File: src/rtl/ctrl_pkg.sv
// Shared opcode / ALU-op constants, FSM state encoding and the control bundle
// carried from decode into the stage output register.
package ctrl_pkg;

  localparam logic [4:0] OP_R    = 5'b00000;
  localparam logic [4:0] OP_J    = 5'b00001;
  localparam logic [4:0] OP_BNE  = 5'b00010;
  localparam logic [4:0] OP_JAL  = 5'b00011;
  localparam logic [4:0] OP_JR   = 5'b00100;
  localparam logic [4:0] OP_ADDI = 5'b00101;
  localparam logic [4:0] OP_BLT  = 5'b00110;
  localparam logic [4:0] OP_SW   = 5'b00111;
  localparam logic [4:0] OP_LW   = 5'b01000;
  localparam logic [4:0] OP_BEQ  = 5'b01001;
  localparam logic [4:0] OP_RAND = 5'b01010;
  localparam logic [4:0] OP_LED  = 5'b01011;
  localparam logic [4:0] OP_CAP  = 5'b01100;
  localparam logic [4:0] OP_SETX = 5'b10101;
  localparam logic [4:0] OP_BEX  = 5'b10110;

  localparam logic [4:0] ALU_MUL = 5'b00110;
  localparam logic [4:0] ALU_DIV = 5'b00111;

  localparam logic [1:0] ST_EMPTY = 2'd0;
  localparam logic [1:0] ST_FULL  = 2'd1;
  localparam logic [1:0] ST_MD    = 2'd2;

  typedef struct packed {
    logic illegal;
    logic cap;
    logic led_we;
    logic jal;
    logic jr;
    logic j;
    logic rwd;
    logic aluinb;
    logic dmwe;
    logic br;
    logic rwe;
  } ctrl_t;

endpackage

File: src/rtl/ctrl_decode_comb.sv
// Pure combinational instruction decode: opcode/alu_op/rd -> control bundle,
// plus a flag marking multi-cycle mul/div R-type operations.
module ctrl_decode_comb
  import ctrl_pkg::*;
#(
  parameter int CUSTOM_EN = 1
) (
  input  logic [4:0] opcode_i,
  input  logic [4:0] alu_op_i,
  input  logic [4:0] rd_i,
  output ctrl_t      ctrl_o,
  output logic       is_md_o
);

  logic wr_rd;
  logic custom_ok;

  assign custom_ok = (CUSTOM_EN != 0);

  always_comb begin
    ctrl_o  = '0;
    is_md_o = 1'b0;
    wr_rd   = 1'b0;
    case (opcode_i)
      OP_R: begin
        if (alu_op_i <= ALU_DIV) begin
          wr_rd   = 1'b1;
          is_md_o = (alu_op_i == ALU_MUL) || (alu_op_i == ALU_DIV);
        end else begin
          ctrl_o.illegal = 1'b1;
        end
      end
      OP_J:              ctrl_o.j = 1'b1;
      OP_BNE, OP_BLT,
      OP_BEX:            ctrl_o.br = 1'b1;
      OP_JAL: begin
        ctrl_o.jal = 1'b1;
        ctrl_o.rwe = 1'b1;
      end
      OP_JR:             ctrl_o.jr = 1'b1;
      OP_ADDI: begin
        wr_rd         = 1'b1;
        ctrl_o.aluinb = 1'b1;
      end
      OP_SW: begin
        ctrl_o.dmwe   = 1'b1;
        ctrl_o.aluinb = 1'b1;
      end
      OP_LW: begin
        wr_rd         = 1'b1;
        ctrl_o.aluinb = 1'b1;
        ctrl_o.rwd    = 1'b1;
      end
      OP_BEQ:  if (custom_ok) ctrl_o.br     = 1'b1; else ctrl_o.illegal = 1'b1;
      OP_RAND: if (custom_ok) wr_rd         = 1'b1; else ctrl_o.illegal = 1'b1;
      OP_LED:  if (custom_ok) ctrl_o.led_we = 1'b1; else ctrl_o.illegal = 1'b1;
      OP_CAP:  if (custom_ok) ctrl_o.cap    = 1'b1; else ctrl_o.illegal = 1'b1;
      OP_SETX:           ctrl_o.rwe = 1'b1;
      default:           ctrl_o.illegal = 1'b1;
    endcase
    // Writes to r0 are architecturally dropped, except jal/setx which target fixed regs.
    if (wr_rd && (rd_i != 5'd0)) ctrl_o.rwe = 1'b1;
  end

endmodule

File: src/rtl/ctrl_decode_stage.sv
// Decode pipeline stage: single-entry holding register with valid/ready
// handshakes and a fixed-latency occupancy window for mul/div.
module ctrl_decode_stage
  import ctrl_pkg::*;
#(
  parameter int MULDIV_CYC = 32,
  parameter int CUSTOM_EN  = 1
) (
  input  logic       clock,
  input  logic       reset_n,
  input  logic       in_valid,
  output logic       in_ready,
  input  logic [4:0] opcode,
  input  logic [4:0] alu_op,
  input  logic [4:0] rd,
  input  logic       flush,
  output logic       out_valid,
  input  logic       out_ready,
  output logic       Rwe,
  output logic       br,
  output logic       DMwe,
  output logic       ALUinB,
  output logic       Rwd,
  output logic       j_sig,
  output logic       jr_sig,
  output logic       jal_sig,
  output logic       led_we,
  output logic       cap_sig,
  output logic       illegal,
  output logic       md_start,
  output logic       md_busy,
  output logic       md_abort
);

  // Accept edge counts as the first mul/div cycle and the edge into FULL as the last.
  localparam logic [5:0] MD_LOAD = 6'(MULDIV_CYC - 2);

  logic [1:0] state_q, state_d;
  logic [5:0] cnt_q, cnt_d;
  ctrl_t      ctrl_q, ctrl_d;
  logic       md_start_q, md_start_d;
  logic       md_abort_q, md_abort_d;

  ctrl_t      dec;
  logic       dec_md;
  logic       capture;

  ctrl_decode_comb #(.CUSTOM_EN(CUSTOM_EN)) u_dec (
    .opcode_i (opcode),
    .alu_op_i (alu_op),
    .rd_i     (rd),
    .ctrl_o   (dec),
    .is_md_o  (dec_md)
  );

  assign in_ready  = (state_q == ST_EMPTY) || ((state_q == ST_FULL) && out_ready);
  assign out_valid = (state_q == ST_FULL);
  assign md_busy   = (state_q == ST_MD);
  assign capture   = in_valid && in_ready && !flush;

  always_comb begin
    state_d    = state_q;
    cnt_d      = cnt_q;
    ctrl_d     = ctrl_q;
    md_start_d = 1'b0;
    md_abort_d = flush && (state_q == ST_MD);
    if (flush) begin
      state_d = ST_EMPTY;
      cnt_d   = '0;
    end else if (capture) begin
      ctrl_d = dec;
      if (dec_md) begin
        state_d    = ST_MD;
        cnt_d      = MD_LOAD;
        md_start_d = 1'b1;
      end else begin
        state_d = ST_FULL;
      end
    end else begin
      case (state_q)
        ST_EMPTY: ;
        ST_FULL:  if (out_ready) state_d = ST_EMPTY;
        ST_MD: begin
          if (cnt_q == 6'd0) state_d = ST_FULL;
          else               cnt_d   = cnt_q - 6'd1;
        end
        default:  state_d = ST_EMPTY;
      endcase
    end
  end

  always_ff @(posedge clock or negedge reset_n) begin
    if (!reset_n) begin
      state_q    <= ST_EMPTY;
      cnt_q      <= '0;
      ctrl_q     <= '0;
      md_start_q <= 1'b0;
      md_abort_q <= 1'b0;
    end else begin
      state_q    <= state_d;
      cnt_q      <= cnt_d;
      ctrl_q     <= ctrl_d;
      md_start_q <= md_start_d;
      md_abort_q <= md_abort_d;
    end
  end

  assign Rwe      = ctrl_q.rwe;
  assign br       = ctrl_q.br;
  assign DMwe     = ctrl_q.dmwe;
  assign ALUinB   = ctrl_q.aluinb;
  assign Rwd      = ctrl_q.rwd;
  assign j_sig    = ctrl_q.j;
  assign jr_sig   = ctrl_q.jr;
  assign jal_sig  = ctrl_q.jal;
  assign led_we   = ctrl_q.led_we;
  assign cap_sig  = ctrl_q.cap;
  assign illegal  = ctrl_q.illegal;
  assign md_start = md_start_q;
  assign md_abort = md_abort_q;

endmodule

File: config.mk
export PLATFORM = sky130hd
export DESIGN_NAME = ctrl_decode_stage
export DESIGN_NICKNAME = d
export VERILOG_FILES = /design/src/rtl/ctrl_pkg.sv /design/src/rtl/ctrl_decode_comb.sv /design/src/rtl/ctrl_decode_stage.sv
export SDC_FILE = /design/constraint.sdc
export NUM_CORES = 1
export LEC_CHECK = 0
export BUFFER_PORTS_ARGS = -buffer_cell sky130_fd_sc_hd__buf_2
export CAP_MARGIN = 20
export CORE_MARGIN = 1.5
export CORE_UTILIZATION = 51
export DETAILED_ROUTE_END_ITERATION = 8
export PLACE_DENSITY = 0.79
export SLEW_MARGIN = 20
export SYNTH_ARGS = -nofsm -noshare
export SYNTH_HDL_FRONTEND = slang
export SYNTH_SLANG_ARGS = --single-unit
File: constraint.sdc
create_clock -name clock -period 2.4 [get_ports clock]
set_input_delay 0.48 -clock clock [delete_from_list [all_inputs] [get_ports clock]]
set_output_delay 0.48 -clock clock [all_outputs]
set_load 0.1 [all_outputs]
==> After elaboration in Yosys (flattened, before gate mapping) <==
Cells that the tools add are included.
{ "word_totals": {"reg_bits": 21, "out_inout_bits": 16, "word_cells": 93, "in_bits": 20} }
{ "classes": {"reduce_logical": 21, "mux": 31, "magnitude_cmp": 1, "bitwise_logic": 1, "add_sub_neg": 1, "eq_ne": 23} }
{ "ops": {"columns": ["op", "count"], "rows": [
  ["$eq 5x3->1 const B", 6],
  ["$mux 6", 5],
  ["$eq 5x4->1 const B", 5],
  ["$mux 1", 18],
  ["$reduce_or 14->1", 1],
  ["$eq 5x2->1 const B", 2],
  ["$eq 5x5->1 const B", 2],
  ["$mux 2", 5],
  ["$ne 3x3->1 const B", 3],
  ["$ne 4x2->1 const B", 2],
  ["$logic_not 6->1", 1],
  ["$pmux 2 s3", 1],
  ["$reduce_and 3->1", 2],
  ["$reduce_or 3->1", 2],
  ["$sub 6x1->6 const B", 1],
  ["$eq 5x1->1 const B", 1],
  ["$le 5x3->1 const B", 1],
  ["$logic_and 1x1->1", 5],
  ["$logic_not 5->1", 1],
  ["$reduce_bool 5->1", 1],
  ["$pmux 1 s2", 2],
  ["$reduce_or 4->1", 1],
  ["$reduce_bool 3->1", 1],
  ["$eq 2x1->1 const B", 1],
  ["7 further kinds", 8]
]} }

==> Logic depth before layout (Yosys ltp) <==
{ "logic_depth": {"ltp_word": 7, "mapped_depth": 6, "depth_no_buf": 6} }

==> Modules after synthesis <==
Synthesis repeated with hierarchy kept, for this count alone.
{ "unflattened": {"cells_unflattened": 125, "area_unflattened_um2": 1290.0} }
{ "modules_own_cells": {"columns": ["module", "cells_each", "area_each_um2", "n_inst", "seq_area_each_um2"], "rows": [
  ["ctrl_decode_stage", 84, 997.2, 1, 525.5],
  ["ctrl_decode_comb", 41, 292.8, 1, 0.0]
]} }

==> Worst setup path before layout <==
No wires, ideal clock.
{ "synth_timing": {"path_type": "register -> register", "from": "register state_q[1]", "to": "register cnt_q[2]", "arrival_ns": 2.502, "synth_period_minus_slack_ns": 2.606, "path_stages_with_launch": 5, "setup_ns": 0.103, "t_required_ns": 2.297, "path_buffers": 0, "setup_slack_ns": -0.206, "cell_sequence": "dfrtp_1 -> nor2b_1 -> o21a_4 -> a221oi_2 -> a311oi_1"} }
{ "synth_between": {"elab_cells_between_ends": 13, "cone_classes": "eq/ne (4); mux (2); reduce/logical (7)"} }
{ "synth_rtl": {"columns": ["element", "line_no", "source"], "rows": [
  ["start, declared", "ctrl_decode_stage.sv:38", "logic [1:0] state_q, state_d;"],
  ["start signal, assigned", "ctrl_decode_stage.sv:100", "state_q <= state_d;"],
  ["$eq 2x2->1", null, null],
  ["via md_busy", "ctrl_decode_stage.sv:31", "output logic md_busy,"],
  ["$reduce_bool 3->1 (no source line)", null, null],
  ["$reduce_and 3->1 (no source line)", null, null],
  ["end signal, assigned", "ctrl_decode_stage.sv:101", "cnt_q <= cnt_d;"],
  ["end, declared", "ctrl_decode_stage.sv:39", "logic [5:0] cnt_q, cnt_d;"]
]} }
The timed path passes the listed nets, and every way through them passes these cells.
A chain may end at the register's enable or synchronous reset.

==> Final worst setup path <==
{ "layout_timing": {"from": "register state_q[1]", "to": "output md_busy"} }
{ "layout_between": {"elab_chain_len": 1} }
{ "layout_rtl": {"columns": ["element", "line_no", "source"], "rows": [
  ["$eq 2x2->1", "ctrl_decode_stage.sv:58", "assign md_busy = (state_q == ST_MD);"],
  ["end, declared", "ctrl_decode_stage.sv:31", null]
]} }
No other way between the ends.

==> summary by stage <==
Status
The flow ran to the end, and the final reports show no timing, DRC or antenna violations.

Placed design
The weighted congestion at the end of routability-driven global placement is 0.8244. The placed cell count is 183. The total of buffers placed on input and output ports is 34. The half-perimeter wire length of the detailed placement result is 2015 um. The area of placed instances is 0.001445 mm2.

Detailed routing
The total number of vias is 1,086. The detailed-route vias per instance is 5.807. The total iterations of the first detailed-routing run is 4. The residual antenna-violating net count after detailed routing is 0. The post-detailed-routing wire length is 2640 um.

After detailed routing, the average wire length per cell comes to 14.12 um. The violation count after the first detailed-route iteration is 22. The remaining routing DRC violations is 0.

Logic synthesis
The mapped netlist covers 0.001261 mm2. By area the synthesized netlist is led by dfrtp_1 (42%), mux2_2 (8.9%), nor2_1 (4.2%). Synthesis produced a netlist with a net count of 150. The number of enable-type register cells in the synthesized netlist is 0. The cell count after synthesis is 128.

The sequential cell area fraction in the yosys report is 0.4167. The count of warnings emitted by yosys is 0. The portion of synthesized cell area occupied by the leading cell type is 0.4167. The post-synthesis sequential element count is 21. The share of synthesized flip-flops with an asynchronous set or reset is 1.000. The cell taking the most area after synthesis is dfrtp_1. The count of different cell masters after synthesis is 43.

Among all flip-flop cells after synthesis, the most frequent one is dfrtp_1. The post-synthesis area per instance is 9.853 um2.

GRT
The first-pass GRT wire length is 4464 um. The via count of the first global-routing pass is 1,063. Summed over all layers, the global routing overflow is 0. The pin count of the biggest net entering global routing is 22. The initial antenna violation count is 0. The global-route total usage across every layer is 0.2205.

Setup path
The stage delay of the slowest cell on the critical path is 0.48 ns. Data on the critical path arrives at its endpoint at 1.55 ns. The endpoint class of the critical path is an output pin. STA puts the critical path data required time at 1.92 ns. In this run the worst setup path begins at state_q[1]$_DFFE_PN0P_.

On the critical path, the stage with the largest delay is an instance of buf_2. The peak fanout along the critical path is 6. The startpoint identified for the worst register-to-register timing path is cnt_q[1]$_DFFE_PN0P_. Grouping stages by cell kind, the critical path spends the most delay in buffers and inverters. Walking the worst path, the cells encountered are nor2b_2, buf_2.

By startpoint and endpoint, the worst setup path is classified as flip-flop to output pin. The worst path buffer plus inverter count is 1. The nature of the critical path startpoint is a flip-flop.

Clock tree
The worst-case clock buffer depth is 2. The number of levels in the clock H-tree is 1. In this run, post-CTS hold repair placed 0 buffers. The clock-pin slew on the worst setup and hold paths is 0.12 ns.

The number of sinks handled by clock tree synthesis is 21. The number of buffers created by CTS is 3. TritonCTS built the clock tree.

For the worst-skew pair, the clock arrives at the later sink with an insertion delay of 0.32 ns. The post-cts sizing count is 0. The post-CTS setup buffer count is 0. The cell sitting at the root of the clock tree is a clkbuf_4.

Timing
Setup violations remaining at the end of the flow were counted as 0. The tightest hold path in the finished design has a slack of 0.08730 ns. The total count of max-transition violations in the final report is 0.

The highest clock rate is 492.1 MHz. The total negative setup slack is 0 ns. At the pin with the least slew margin, the transition time is 0.4945 ns. The minimum clock period after layout is 2.032 ns. Setup repair after global routing left no endpoint under its margin. On the final layout, the worst clock skew is 0.007525 ns.

The final-report hold violation count came to 0. In this run the tightest slew margin relative to its limit is 0.6726. The period utilization is 0.8466.

Cells and area
The number of nets in the final layout is 182. The antenna cell count is 0. The number of non-filler instances in the completed layout is 187.

The filler cells instantiated in the layout total 188. The share of cells above drive strength 1 is 0.3711. At the end of the flow the core is filled with cells to 0.6471.

Relative to the synthesized area, the layout overhead comes to 16.77%. The area occupied by multi-input gates is 691.9 um2. The sequential cells in the finished layout cover a total of 525.5 um2. The finished cells cover 0.001473 mm2.

Die
The initial core utilization is 0.5542. The count of pins on the block boundary is 36. The die width is 52.73 um. The placement row count is 17. The area of the core is 0.002276 mm2. In this run the vertical extent of the chip is 52.73 um. The overall die area is 0.002780 mm2.

Min path
In this run the worst hold path is classified as input port to asynchronous set/reset pin.

Power and ir drop
The cell area power density is 523.6 mW/mm2. The total leakage power is 0.6948 nW. The worst IR drop on VDD is 0.4189 mV.

Flow run
Max-cap violations in this run came to 0.
==> state kept, by name (all words and copies together), names as in the netlist <==
name,count
j_sig,1
cnt_q,6
illegal,1
md_start,1
jr_sig,1
led_we,1
br,1
DMwe,1
jal_sig,1
Rwe,1
ALUinB,1
state_q,2
Rwd,1
cap_sig,1
md_abort,1
==> metrics by stage <==
step	power (mW)	setup slack, ns
2_1_floorplan	0.5520	0.1280
3_3_place_gp	0.5972	0.5188
3_5_place_dp	0.6021	0.5102
4_1_cts	0.7808	0.3789
5_1_grt	0.8013	0.3351
6_report	0.7710	0.3681
==> synthesized netlist by cell type (2+ instances only) <==
library cell  number
a21oi_1            2
clkbuf_1           7
nand2b_1           4
nor2b_1            8
or4_1              2
a221oi_1           2
nor2_1            14
dfrtp_1           21
o21ai_0            3
mux2i_1            2
mux2_2            10
a221oi_2           2
inv_1              4
or3_1              2
nor3_1             5
nand3_1            3
nor3b_1            3
nand2_1            7
and2_1             2
ha_1               2
==> logic make-up (layout without fill, tap and decap cells) <==
logic type / after synthesis / after routing / share of synthesized area
adder cells (fa/ha/maj): 2 / 2 / 0.01984
multiplexers: 12 / 12 / 0.1052
buffers and inverters: 12 / 43 / 0.03670
AO/OA/AOI/OAI: 22 / 22 / 0.1478
AND/OR/NAND/NOR: 59 / 59 / 0.2738
flip-flops: 21 / 21 / 0.4167
==> routing by layer <==
layer / part of all wire / vias up / GRT usage
met5: 0 / - / 0
met4: 0.031 / 0 / 0.1496
met3: 0.036 / 10 / 0.02000
met2: 0.48 / 29 / 0.3583
met1: 0.45 / 517 / 0.2744
li1: - / 530 / -
==> report_power, final <==
group	leakage [nW]	internal [mW]	switching [mW]	total (mW)
clock	0.0177	0.0625	0.114	0.177
combinational	0.390	0.0521	0.167	0.219
sequential	0.287	0.368	0.00790	0.375
==> worst reg2reg max path: cells and delay by family (launching register included) <==
family                     cells  cell delay, ns
AOI/OAI and AO/OA              3            0.57
adders and majority gates      1            0.18
and+or+nand+nor                1            0.49
buffers and inverters          1            0.12
DFF                            1            0.41
==> cell usage in the layout, fill, tap and decap left out, drive strengths merged, types with 4 or more instances in the layout <==
cell / instances
buf: 35
dfrtp: 21
nor2: 14
mux2: 10
nor2b: 8
nand2: 7
nor3: 5
inv: 4
nand2b: 4
a221oi: 4
==> area by class of cell <==
type	count	area share
Multi-Input combinational cell	95	0.4698
Sequential cell	21	0.3568
Timing Repair Buffer	35	0.1206
Tap cell	28	0.02379
Clock buffer	3	0.01529
Inverter	4	0.01020
Clock inverter	1	0.003398
==> worst paths after layout <==
| kind | cells after the start | slack, ns | to |
|---|---|---|---|
| worst max-delay path | 2 | 0.37 | md_busy |
| worst min-delay path | 1 | 0.09 | j_sig$_DFFE_PN0P_ |
| worst max register to register | 6 | 0.52 | cnt_q[2]$_DFFE_PN0P_ |
| worst min register to register | 1 | 0.52 | led_we$_DFFE_PN0P_ |
| max in group asynchronous | 1 | 1.99 | DMwe$_DFFE_PN0P_ |
| min in group clock | 3 | 0.44 | md_start$_DFF_PN0_ |
No activity file was read; power rests on OpenSTA's default activity.
